### src/rtl/piso_shift_tx_if.sv
// -----------------------------------------------------------------------------
// piso_shift_tx_if
//   Load handshake and serial-stream bundle for the PISO shift transmitter.
//   master : the word producer / stream consumer (drives din, load_valid)
//   slave  : the transmitter itself
// Signals
//   din         WIDTH  parallel word to transmit
//   load_valid  1      din valid
//   load_ready  1      transmitter idle, can accept a word
//   sout        1      serial data out
//   sout_valid  1      high while sout carries a word bit
//   tick        1      one-cycle bit-period strobe for downstream sampling
//   done        1      one-cycle pulse after the last bit period of a word
// -----------------------------------------------------------------------------
interface piso_shift_tx_if #(
  parameter int WIDTH = 8
);
  logic [WIDTH-1:0] din;
  logic             load_valid;
  logic             load_ready;
  logic             sout;
  logic             sout_valid;
  logic             tick;
  logic             done;

  modport master (
    output din, load_valid,
    input  load_ready, sout, sout_valid, tick, done
  );

  modport slave (
    input  din, load_valid,
    output load_ready, sout, sout_valid, tick, done
  );
endinterface

### src/rtl/piso_shift_tx.sv
// -----------------------------------------------------------------------------
// piso_shift_tx
//   Parallel-in, serial-out shift transmitter. Takes a WIDTH-bit word over a
//   valid/ready handshake and shifts it out one bit per TICK_DIV enabled clock
//   cycles. The bit-period strobe is exported as tick so the receiving stage
//   samples sout on the same strobe that advances the shifter.
// Parameters
//   WIDTH      bits per word (>=2)
//   TICK_DIV   enabled clk cycles per bit period (>=2)
//   MSB_FIRST  1: din[WIDTH-1] sent first, 0: din[0] sent first
// Ports
//   clk   in  system clock, all logic on posedge
//   rst   in  asynchronous, active-high reset
//   en    in  global enable; 0 freezes divider and shifting
//   bus   slave side of piso_shift_tx_if (din, load_valid, load_ready,
//         sout, sout_valid, tick, done)
// -----------------------------------------------------------------------------
module piso_shift_tx #(
  parameter int WIDTH     = 8,
  parameter int TICK_DIV  = 100_000_000,
  parameter bit MSB_FIRST = 1'b1
) (
  input  logic         clk,
  input  logic         rst,
  input  logic         en,
  piso_shift_tx_if.slave bus
);

  localparam int CNT_W = $clog2(TICK_DIV);
  localparam int BIT_W = (WIDTH > 1) ? $clog2(WIDTH) : 1;

  // Terminal count is flagged one cycle ahead so the flag itself is a
  // register that is high exactly while cnt == TICK_DIV-1.
  localparam logic [CNT_W-1:0] CNT_PRE_LAST = CNT_W'(TICK_DIV - 2);
  localparam logic [BIT_W-1:0] BIT_LAST     = BIT_W'(WIDTH - 1);

  typedef enum logic {
    IDLE  = 1'b0,
    SHIFT = 1'b1
  } state_t;

  state_t           state;
  logic [CNT_W-1:0] cnt;
  logic [BIT_W-1:0] bit_cnt;
  logic [WIDTH-1:0] shreg;
  logic             term_q;   // cnt is at TICK_DIV-1 this cycle
  logic             done_q;

  // NOTE: every register below, shreg included, sits in the async reset
  // branch: sout is taken straight from shreg, so the datapath must come up
  // clean, not just the control state.
  always_ff @(posedge clk or posedge rst) begin
    if (rst) begin
      state   <= IDLE;
      cnt     <= '0;
      bit_cnt <= '0;
      shreg   <= '0;
      term_q  <= 1'b0;
      done_q  <= 1'b0;
    end else begin
      // NOTE: non-blocking throughout, so the default below is simply
      // overridden by a later assignment in the same edge.
      done_q <= 1'b0;
      case (state)
        IDLE: begin
          // A word is never taken while disabled; load_ready stays high.
          if (bus.load_valid && en) begin
            shreg   <= bus.din;
            bit_cnt <= '0;
            cnt     <= '0;
            term_q  <= 1'b0;
            state   <= SHIFT;
          end
        end
        SHIFT: begin
          // load_valid is ignored here; en=0 freezes cnt, bit and bit_cnt.
          if (en) begin
            if (term_q) begin
              // This edge consumes the tick: the current bit has been held
              // for TICK_DIV enabled cycles.
              cnt    <= '0;
              term_q <= 1'b0;
              if (bit_cnt == BIT_LAST) begin
                state   <= IDLE;
                shreg   <= '0;          // drives sout low in IDLE
                bit_cnt <= '0;
                done_q  <= 1'b1;
              end else begin
                shreg   <= MSB_FIRST ? (shreg << 1) : (shreg >> 1);
                bit_cnt <= bit_cnt + 1'b1;
              end
            end else begin
              cnt    <= cnt + 1'b1;
              term_q <= (cnt == CNT_PRE_LAST);
            end
          end
        end
        default: state <= IDLE;
      endcase
    end
  end

  assign bus.load_ready = (state == IDLE);
  assign bus.sout_valid = (state == SHIFT);
  assign bus.sout       = MSB_FIRST ? shreg[WIDTH-1] : shreg[0];
  assign bus.done       = done_q;
  // The registered terminal-count flag is qualified by en so no strobe is
  // seen downstream on a frozen cycle; the shifter only consumes it when en=1.
  assign bus.tick       = term_q & en;

endmodule

### src/flat_wrapper.sv
// flat-port wrapper written by rule: the top's interface ports become plain ports
module piso_shift_tx_flat 
#(
  parameter int WIDTH     = 8,
  parameter int TICK_DIV  = 100_000_000,
  parameter bit MSB_FIRST = 1'b1
)
  (clk, rst, en, bus_din, bus_load_valid, bus_load_ready, bus_sout, bus_sout_valid, bus_tick, bus_done);
  piso_shift_tx_if #(.WIDTH(WIDTH)) bus_i ();
  input  logic clk;
  input  logic rst;
  input  logic en;
  input wire logic [$bits(bus_i.din)-1:0] bus_din;
  input wire logic [$bits(bus_i.load_valid)-1:0] bus_load_valid;
  output wire logic [$bits(bus_i.load_ready)-1:0] bus_load_ready;
  output wire logic [$bits(bus_i.sout)-1:0] bus_sout;
  output wire logic [$bits(bus_i.sout_valid)-1:0] bus_sout_valid;
  output wire logic [$bits(bus_i.tick)-1:0] bus_tick;
  output wire logic [$bits(bus_i.done)-1:0] bus_done;
  assign bus_i.din = bus_din;
  assign bus_i.load_valid = bus_load_valid;
  assign bus_load_ready = bus_i.load_ready;
  assign bus_sout = bus_i.sout;
  assign bus_sout_valid = bus_i.sout_valid;
  assign bus_tick = bus_i.tick;
  assign bus_done = bus_i.done;
  piso_shift_tx #(.WIDTH(WIDTH), .TICK_DIV(TICK_DIV), .MSB_FIRST(MSB_FIRST)) u_core (.clk(clk), .rst(rst), .en(en), .bus(bus_i));
endmodule
### config.mk
export PLATFORM = sky130hd
export DESIGN_NAME = piso_shift_tx_flat
export DESIGN_NICKNAME = d
export VERILOG_FILES = /design/src/rtl/piso_shift_tx_if.sv /design/src/rtl/piso_shift_tx.sv /design/src/flat_wrapper.sv
export SDC_FILE = /design/constraint.sdc
export NUM_CORES = 1
export LEC_CHECK = 0
export BUFFER_PORTS_ARGS = -buffer_cell sky130_fd_sc_hd__clkbuf_2
export CAP_MARGIN = 0
export CELL_PAD_IN_SITES_DETAIL_PLACEMENT = 1
export CELL_PAD_IN_SITES_GLOBAL_PLACEMENT = 2
export CORE_ASPECT_RATIO = 1.4
export CORE_MARGIN = 1
export CORE_UTILIZATION = 31
export DETAILED_ROUTE_END_ITERATION = 8
export PLACE_DENSITY_LB_ADDON = 0.1
export SLEW_MARGIN = 20
export SYNTH_ARGS = -nofsm -noshare
export SYNTH_HDL_FRONTEND = slang
export SYNTH_SLANG_ARGS = --single-unit
### constraint.sdc
create_clock -name clk -period 2.6 [get_ports clk]
set_input_delay 0.13 -clock clk [delete_from_list [all_inputs] [get_ports clk]]
set_output_delay 0.13 -clock clk [all_outputs]
set_load 0.02 [all_outputs]
==> results.cfg, run 1 <==
[cts]
cts.reportedPaths.clkPinSlew_ps = 80
ctsHoldBuffers = 1
cts_sinks = 41
cts_root_buffer = clkbuf_8
ctsResizeCount = 0
cts_buffers = 5
htreeDepth = 2
clock_latency_ps = 300
postCtsSetupRepairBufs = 0
clockBufferDepth = 2
cts_tree = built

[pwr]
p_leak_nw = 1.127
max-vdd-ir-drop_mv = 0.1974
power_mw = 1.477
pwr_density_cell_nw_per_um2 = 596.4

[final_layout]
fin_nets = 276
nFillCells = 799
diodes = 0
final_common_cell = dfrtp_1
area_delta_synth_final_pct = 13.47
final_cell_mix = dfrtp_1 (41), nand2_1 (38), o21ai_0 (36)
drive_gt1_share_pct = 12.69

[yosys]
yosysWarnings = 0
synth_top_area_cell = dfrtp_1
synth_compound_area_share_pct = 20.87
synth.distinct_cells = 40
synth.area.mux_share_pct = 0.4587
ys_seq_area_share_pct = 47.02
yosys.area_share.simple_pct = 25.00
synthAdderAreaFrac_pct = 2.294
synthXorXnorAreaFrac_pct = 0.4014
ys.flop_type = dfrtp_1
avgSynthCellArea_um2 = 9.017
synth_edf_count = 0
yosys.area.top_type_share_pct = 47.02
async_flop_share_pct = 100.0
synthesis.area_um2 = 2182
synth_seq_cells = 41
syn_inst = 242
synth.area.top_cells = dfrtp_1 (47%), o21ai_0 (8.3%), nand2_1 (6.5%), nand3_1 (3.2%), and3_1 (2.9%)
synth_top_family_by_area = simple AND/OR/NAND/NOR gates
synth_nets = 258

[worst_setup_path]
critical_path_peak_fanout = 7
path_delay_family = simple AND/OR/NAND/NOR gates
crit_end = u_core.cnt[24]
cpMostUsedCell = and4_1
reg2regPathDepth = 6
crit_path_start = u_core.cnt[0]
path_depth = 6
r2r_start = u_core.cnt[0]
worstPathCellList = ha_1, and4_1, and4_1, nand3_4, or4_1, nand3_1
crit_type = reg2reg
r2r_slack_ps = 580
end_kind = register
path_buf_inv = 0
cp-start-kind = register
rr_endpoint = u_core.cnt[24]
slowest_stage = or4_1
critPathMaxStageDelay_ps = 480
crit_arrival_ps = 2260
required_ps = 2830

[outcome]
status = completed

[detailed_routing]
drt_pass1_iterations = 4
num_vias = 1918
remaining_drc_errors = 0
wl_per_cell_um = 16.36
ant_nets = 0
vias_per_cell = 5.449
drt_wl_total_um = 5759
first_iter_violations = 41

[sta]
fin_crit_sh_pct = 77.87
worst_slack_ps = 575.3
drv_slew = 0
setup_viol = 0
final.min_clock_period_ps = 2025
fin_skew_ps = 10.72
max_slew_margin_pct = 61.10
rsz0062_at_grt = no
tightestPinTransition_ps = 582.6
clock.fmax_mhz = 493.9
final.setup.tns_ps = 0
finalHoldViolCount = 0

[global_route]
grt_max_degree = 27
grt_first_pass_wirelength_um = 10130
antenna_found_initial = 0
grt_pass1_vias = 1991
grt_use_total_pct = 17.99
overflow = 0

[placement]
place.gp.congestion = 0.7297
dp_slack_ps = 589.0
portBuffers = 16
hpwl_um = 4075

[run]
maxCapViolCount = 0

[worst_hold_path]
hp-class = in2reg

[floorplan]
num_io_pins = 17
die_h_um = 101.3
die_area_um2 = 7383
die_w_um = 72.91
core-area_um2 = 6700
rows = 35
start_util_pct = 32.57
[synthesized netlist by cell type (4+ instances only)]
library cell   n
a21oi_1       10
a22oi_1        6
a31oi_1        7
and3_1        10
and4_1         4
clkbuf_1       7
dfrtp_1       41
ha_1           4
inv_1          6
nand2_1       38
nand3_1       14
nand4_1        8
nor2_1         6
o211ai_1       6
o21ai_0       36
o31ai_1        4
or4_1          5
[report_power, final]
part / leakage (nW) / switching (mW) / internal, mW
Sequential: 0.552 / 0.0822 / 0.709
Clock: 0.0540 / 0.227 / 0.279
Combinational: 0.520 / 0.101 / 0.0779
[through the flow]
stage	hold slack, ps	instances	area [um^2]	util [%]
after floorplan	279.7	242	2182	-
after global placement	259.0	344	2362	35.26
after CTS	144.3	352	2476	36.96
after global routing	148.6	352	2476	36.96
after detailed placement	275.5	344	2362	35.26
final	144.8	352	2476	36.96
[worst min-delay path by stage]
stage	end	slack, ps	startpoint	cells after the start
after CTS	u_core.shreg[0]	140	bus_din[0]	3
after global placement	u_core.term_q	260	rst	2
after detailed placement	u_core.bus.sout_valid	280	rst	2
after global routing	u_core.shreg[1]	150	bus_din[1]	3
final	u_core.shreg[1]	140	bus_din[1]	3
after floorplan	u_core.bus.sout_valid	280	en	2
[worst register-to-register path, delay by kind of cell, from the launching register on]
kind                     cells  cell delay [ps]
AND/OR/NAND/NOR              5             1310
flip-flops                   1              440
adder cells (fa/ha/maj)      1              230
[registers in the layout, summed over array words and instances, names as in the netlist]
register / flops
u_core.bit_cnt: 3
u_core.bus.done: 1
u_core.bus.sout_valid: 1
u_core.cnt: 27
u_core.shreg: 8
u_core.term_q: 1
[layout make-up]
| class | instances | area (um^2) | share of cell area [%] |
|---|---|---|---|
| Timing Repair Buffer | 23 | 135.1 | 5.457 |
| Clock inverter | 2 | 35.03 | 1.415 |
| Inverter | 7 | 26.28 | 1.061 |
| Tap cell | 92 | 115.1 | 4.649 |
| Sequential cell | 41 | 1026 | 41.43 |
| Clock buffer | 5 | 68.82 | 2.779 |
| Multi-Input combinational cell | 182 | 1070 | 43.20 |
[routing by layer]
metal | global-route usage, % | vias up | share of wire (%)
met5 | 0 | - | 0
met2 | 32.35 | 27 | 52
li1 | - | 932 | -
met3 | 2.786 | 11 | 2.2
met1 | 21.24 | 948 | 44
met4 | 6.938 | 0 | 2.4
[logic make-up (layout without fill, tap and decap cells)]
| family | Yosys count | after routing |
|---|---|---|
| AND/OR/NAND/NOR | 99 | 99 |
| AO/OA/AOI/OAI | 77 | 77 |
| flip-flops | 41 | 41 |
| buffers and inverters | 19 | 37 |
| adder cells (fa/ha/maj) | 4 | 4 |
| XOR/XNOR | 1 | 1 |
| multiplexers | 1 | 1 |
Power figures use the tool's default switching activity.
==> inputs of run 2 (changes only) <==
==> constraint.sdc (replaced) <==
create_clock -name clk -period 1.6 [get_ports clk]
set_input_delay 0.08 -clock clk [delete_from_list [all_inputs] [get_ports clk]]
set_output_delay 0.08 -clock clk [all_outputs]
set_load 0.02 [all_outputs]
==> results.cfg, run 2 (synthesized netlist as in run 1, its figures left out) <==
[floorplan]
die_h_um = 101.3
die_area_um2 = 7383
rows = 35
num_io_pins = 17
start_util_pct = 32.57
core-area_um2 = 6700
die_w_um = 72.91

[sta]
holdWs_ps = 91.89
max_slew_margin_pct = 60.25
final.setup.tns_ps = -213.8
drv_slew = 0
fin_skew_ps = 12.78
clock.fmax_mhz = 601.8
fin_crit_sh_pct = 103.9
worst_slack_ps = -61.77
final.min_clock_period_ps = 1662
setup_viol = 5
rsz0062_at_grt = yes
tightestPinTransition_ps = 592.5
finalHoldViolCount = 0

[final_layout]
top_regs = u_core.cnt: 27 flops, u_core.shreg: 8 flops, u_core.bit_cnt: 3 flops
fin_util_pct = 43.17
final_cell_mix = dfrtp_1 (40), buf_4 (38), nand2_1 (37)
largest-register = u_core.cnt
design_area_um2 = 2893
fin_nets = 313
diodes = 0
drive_gt1_share_pct = 31.21
final_common_cell = dfrtp_1
layoutNonFillerInstCount = 390
area_delta_synth_final_pct = 32.57
largest_register_ffs = 27

[placement]
place.gp.congestion = 0.7723
portBuffers = 16
dp_cells = 375
place_area_um2 = 2636
hpwl_um = 4728
dp_slack_ps = -72.05

[cts]
cts.reportedPaths.clkPinSlew_ps = 90
htreeDepth = 2
cts_tree = built
cts_sinks = 41
clockBufferDepth = 2
cts_root_buffer = clkbuf_8
clock_latency_ps = 300
cts_buffers = 5

[detailed_routing]
num_vias = 2109
remaining_drc_errors = 0
wl_per_cell_um = 17.44
ant_nets = 0
drt_pass1_iterations = 4
vias_per_cell = 5.408
first_iter_violations = 47
drt_wl_total_um = 6801

[worst_setup_path]
rr_endpoint = u_core.cnt[24]
crit_type = reg2reg
crit_arrival_ps = 1900
crit_end = u_core.cnt[24]
required_ps = 1840
cp-start-kind = register
reg2regPathDepth = 6
critical_path_peak_fanout = 6
critPathMaxStageDelay_ps = 410
crit_path_start = u_core.cnt[0]
r2r_start = u_core.cnt[0]
worstPathCellList = ha_2, and4_1, and4_4, nand3_4, or4_1, nand3_1
end_kind = register
r2r_slack_ps = -60
slowest_stage = or4_1

[pwr]
p_leak_nw = 1.352
max-vdd-ir-drop_mv = 0.4046
pwr_density_cell_nw_per_um2 = 899.6
power_mw = 2.602

[outcome]
status = complete, but fails checks
violations = setup timing

[global_route]
antenna_found_initial = 0
overflow = 0
grt_pass1_vias = 2140
grt_max_degree = 23
grt_use_total_pct = 19.24
grt_first_pass_wirelength_um = 10670

[worst_hold_path]
hp-class = in2reg

[run]
maxCapViolCount = 0
-- run 2: cell types whose count changed in the layout (fill, tap and decap cells not counted), moves of 3 or more --
| cell | change |
|---|---|
| nand3_1 | -3 |
| and3_1 | -4 |
| and4_4 | +3 |
| buf_4 | +32 |
| o21ai_0 | -3 |
| and4_1 | -3 |
-- run 2: worst min path at each step --
stage               startpoint               endpoint  depth (start not counted)
global route        bus_din[6]        u_core.shreg[6]                          3
global placement           rst        u_core.shreg[7]                          2
floorplan                   en  u_core.bus.sout_valid                          2
detailed placement         rst        u_core.shreg[7]                          2
finish              bus_din[5]        u_core.shreg[5]                          3
CTS                 bus_din[0]        u_core.shreg[0]                          3
-- run 2: layout make-up --
cell class              count  area (um^2)
clock buffers               7        86.33
clock inverters             1        30.03
fillers                   788         3807
inverters                   7        26.28
multi-input cells         184         1181
flip-flops and latches     41         1027
well taps                  92        115.1
repair buffers             58        426.7
-- run 2: what timing repair did --
item,CTS,global route
pin swaps,1,8
endpoints found under the setup margin,13,22
setup buffers,0,4
hold endpoints to repair,12,0
gates resized for setup,10,19
gates cloned,0,2
hold buffers,1,0
-- run 2: critical path: cells and delay by family (launching register included) --
kind	cells	cell delay [ps]
AND/OR/NAND/NOR	5	1010
flip-flops	1	390
adder cells (fa/ha/maj)	1	210
-- run 2: power by group --
part / internal, mW / switching (mW)
combinational: 0.218 / 0.244
clock: 0.510 / 0.383
sequential: 1.15 / 0.0953
-- run 2: layer usage --
metal	GRT usage (%)	wire (um)
met5	0	0
met4	5.732	156
met3	2.985	154
met2	38.61	3804
met1	19.94	2686
==> inputs of run 3 (changes only) <==
--- a/config.mk
+++ b/config.mk
@@ -14,6 +14,7 @@
 export CORE_UTILIZATION = 31
 export DETAILED_ROUTE_END_ITERATION = 8
 export PLACE_DENSITY_LB_ADDON = 0.1
+export SKIP_CTS_REPAIR_TIMING = 1
 export SLEW_MARGIN = 20
 export SYNTH_ARGS = -nofsm -noshare
 export SYNTH_HDL_FRONTEND = slang
==> results.cfg, run 3 (synthesized netlist as in run 1, its figures left out) <==
[cts]
cts_tree = built
cts.reportedPaths.clkPinSlew_ps = 80
cts_root_buffer = clkbuf_8
htreeDepth = 2
cts_buffers = 5
clock_latency_ps = 300
cts_sinks = 41
clockBufferDepth = 2

[worst_hold_path]
worstHoldStart = bus_din[0]
whs_path_depth = 3
hp-class = in2reg
min_to = u_core.shreg[0]

[sta]
max_slew_margin_pct = 60.27
drv_slew = 0
rsz0062_at_grt = yes
tightestPinTransition_ps = 592.2
fin_skew_ps = 12.70
finalHoldViolCount = 0
setup_viol = 7
clock.fmax_mhz = 604.0
worst_slack_ps = -55.52
fin_crit_sh_pct = 103.5
final.min_clock_period_ps = 1656
holdWs_ps = 92.06

[final_layout]
seq_area_um2 = 1027
fin_nets = 310
multiInputGateArea_um2 = 1147
top_regs = u_core.cnt: 27 flops, u_core.shreg: 8 flops, u_core.bit_cnt: 3 flops
area_delta_synth_final_pct = 29.82
diodes = 0
final_common_cell = dfrtp_1
largest_register_ffs = 27
final_cell_mix = dfrtp_1 (40), nand2_1 (37), buf_4 (36)
drive_gt1_share_pct = 28.81
largest-register = u_core.cnt
nFillCells = 797

[detailed_routing]
num_vias = 2072
remaining_drc_errors = 0
wl_per_cell_um = 17.24
ant_nets = 0
drt_wl_total_um = 6670
first_iter_violations = 71
vias_per_cell = 5.354
drt_pass1_iterations = 4

[global_route]
grt_first_pass_wirelength_um = 10680
grt_max_degree = 23
grt_pass1_vias = 2142
grt_use_total_pct = 19.26
overflow = 0
antenna_found_initial = 0

[pwr]
pwr_density_cell_nw_per_um2 = 915.6
p_leak_nw = 1.316
max-vdd-ir-drop_mv = 0.3999

[worst_setup_path]
rr_endpoint = u_core.cnt[24]
required_ps = 1840
crit_type = reg2reg
path_delay_family = simple AND/OR/NAND/NOR gates
critical_path_peak_fanout = 6
crit_arrival_ps = 1890
cp-start-kind = register
critPathMaxStageDelay_ps = 420
path_buf_inv = 0
r2r_slack_ps = -60
reg2regPathDepth = 6
slowest_stage = or4_1
end_kind = register
r2r_start = u_core.cnt[0]
worstPathCellList = ha_2, and4_1, and4_4, nand3_4, or4_1, nand3_1

[placement]
place.gp.congestion = 0.7723
dp_slack_ps = -72.05
portBuffers = 16
hpwl_um = 4728

[floorplan]
die_h_um = 101.3
start_util_pct = 32.57
num_io_pins = 17
die_w_um = 72.91
core-area_um2 = 6700
die_area_um2 = 7383
rows = 35

[outcome]
violations = setup timing
status = complete, but fails checks

[run]
maxCapViolCount = 0
[run 3: cell type report]
class | count | area share [%]
Multi-Input combinational cell | 184 | 40.50
Tap cell | 92 | 4.064
Clock inverter | 1 | 1.060
Sequential cell | 41 | 36.26
Clock buffer | 7 | 3.048
Timing Repair Buffer | 55 | 14.13
Inverter | 7 | 0.9276
[run 3: worst max path at each step]
stage,start,endpoint,slack [ps],depth (start not counted)
after floorplan,u_core.cnt[0],u_core.cnt[24],-50,7
after global placement,u_core.cnt[6],u_core.cnt[19],-70,5
after detailed placement,u_core.cnt[0],u_core.cnt[22],-70,6
after CTS,u_core.cnt[0],u_core.cnt[24],-100,6
after global routing,u_core.cnt[0],u_core.cnt[22],-120,6
final,u_core.cnt[0],u_core.cnt[24],-60,6
[run 3: routing by layer]
metal  vias to the layer above  share of wire (%)  global-route usage, %
met2                        25                 56                  38.68
met5                         -                  0                      0
li1                        998                  -                      -
met4                         0                1.8                  5.732
met3                        12                1.9                  2.985
met1                      1037                 40                  19.94
[run 3: worst register-to-register path: cells and delay by family (launching register included)]
kind                       cells  cell delay, ps
adders and majority gates      1             210
DFF                            1             380
and+or+nand+nor                5            1010
[run 3: stage by stage]
| step | cells | utilization [%] | instance area [um^2] | power [mW] | TNS [ps] |
|---|---|---|---|---|---|
| after floorplan | 242 | - | 2211 | 1.481 | -143.9 |
| after global placement | 375 | 39.35 | 2636 | 1.679 | -251.0 |
| after detailed placement | 375 | 39.35 | 2636 | 1.696 | -452.6 |
| after CTS | 383 | 41.08 | 2753 | 2.594 | -734.8 |
| after global routing | 387 | 42.28 | 2833 | 2.745 | -893.0 |
| final | 387 | 42.28 | 2833 | 2.593 | -189.2 |
[run 3: report_power, final]
part / switching (mW) / internal (mW)
clock: 0.379 / 0.509
sequential: 0.0955 / 1.15
combinational: 0.241 / 0.216
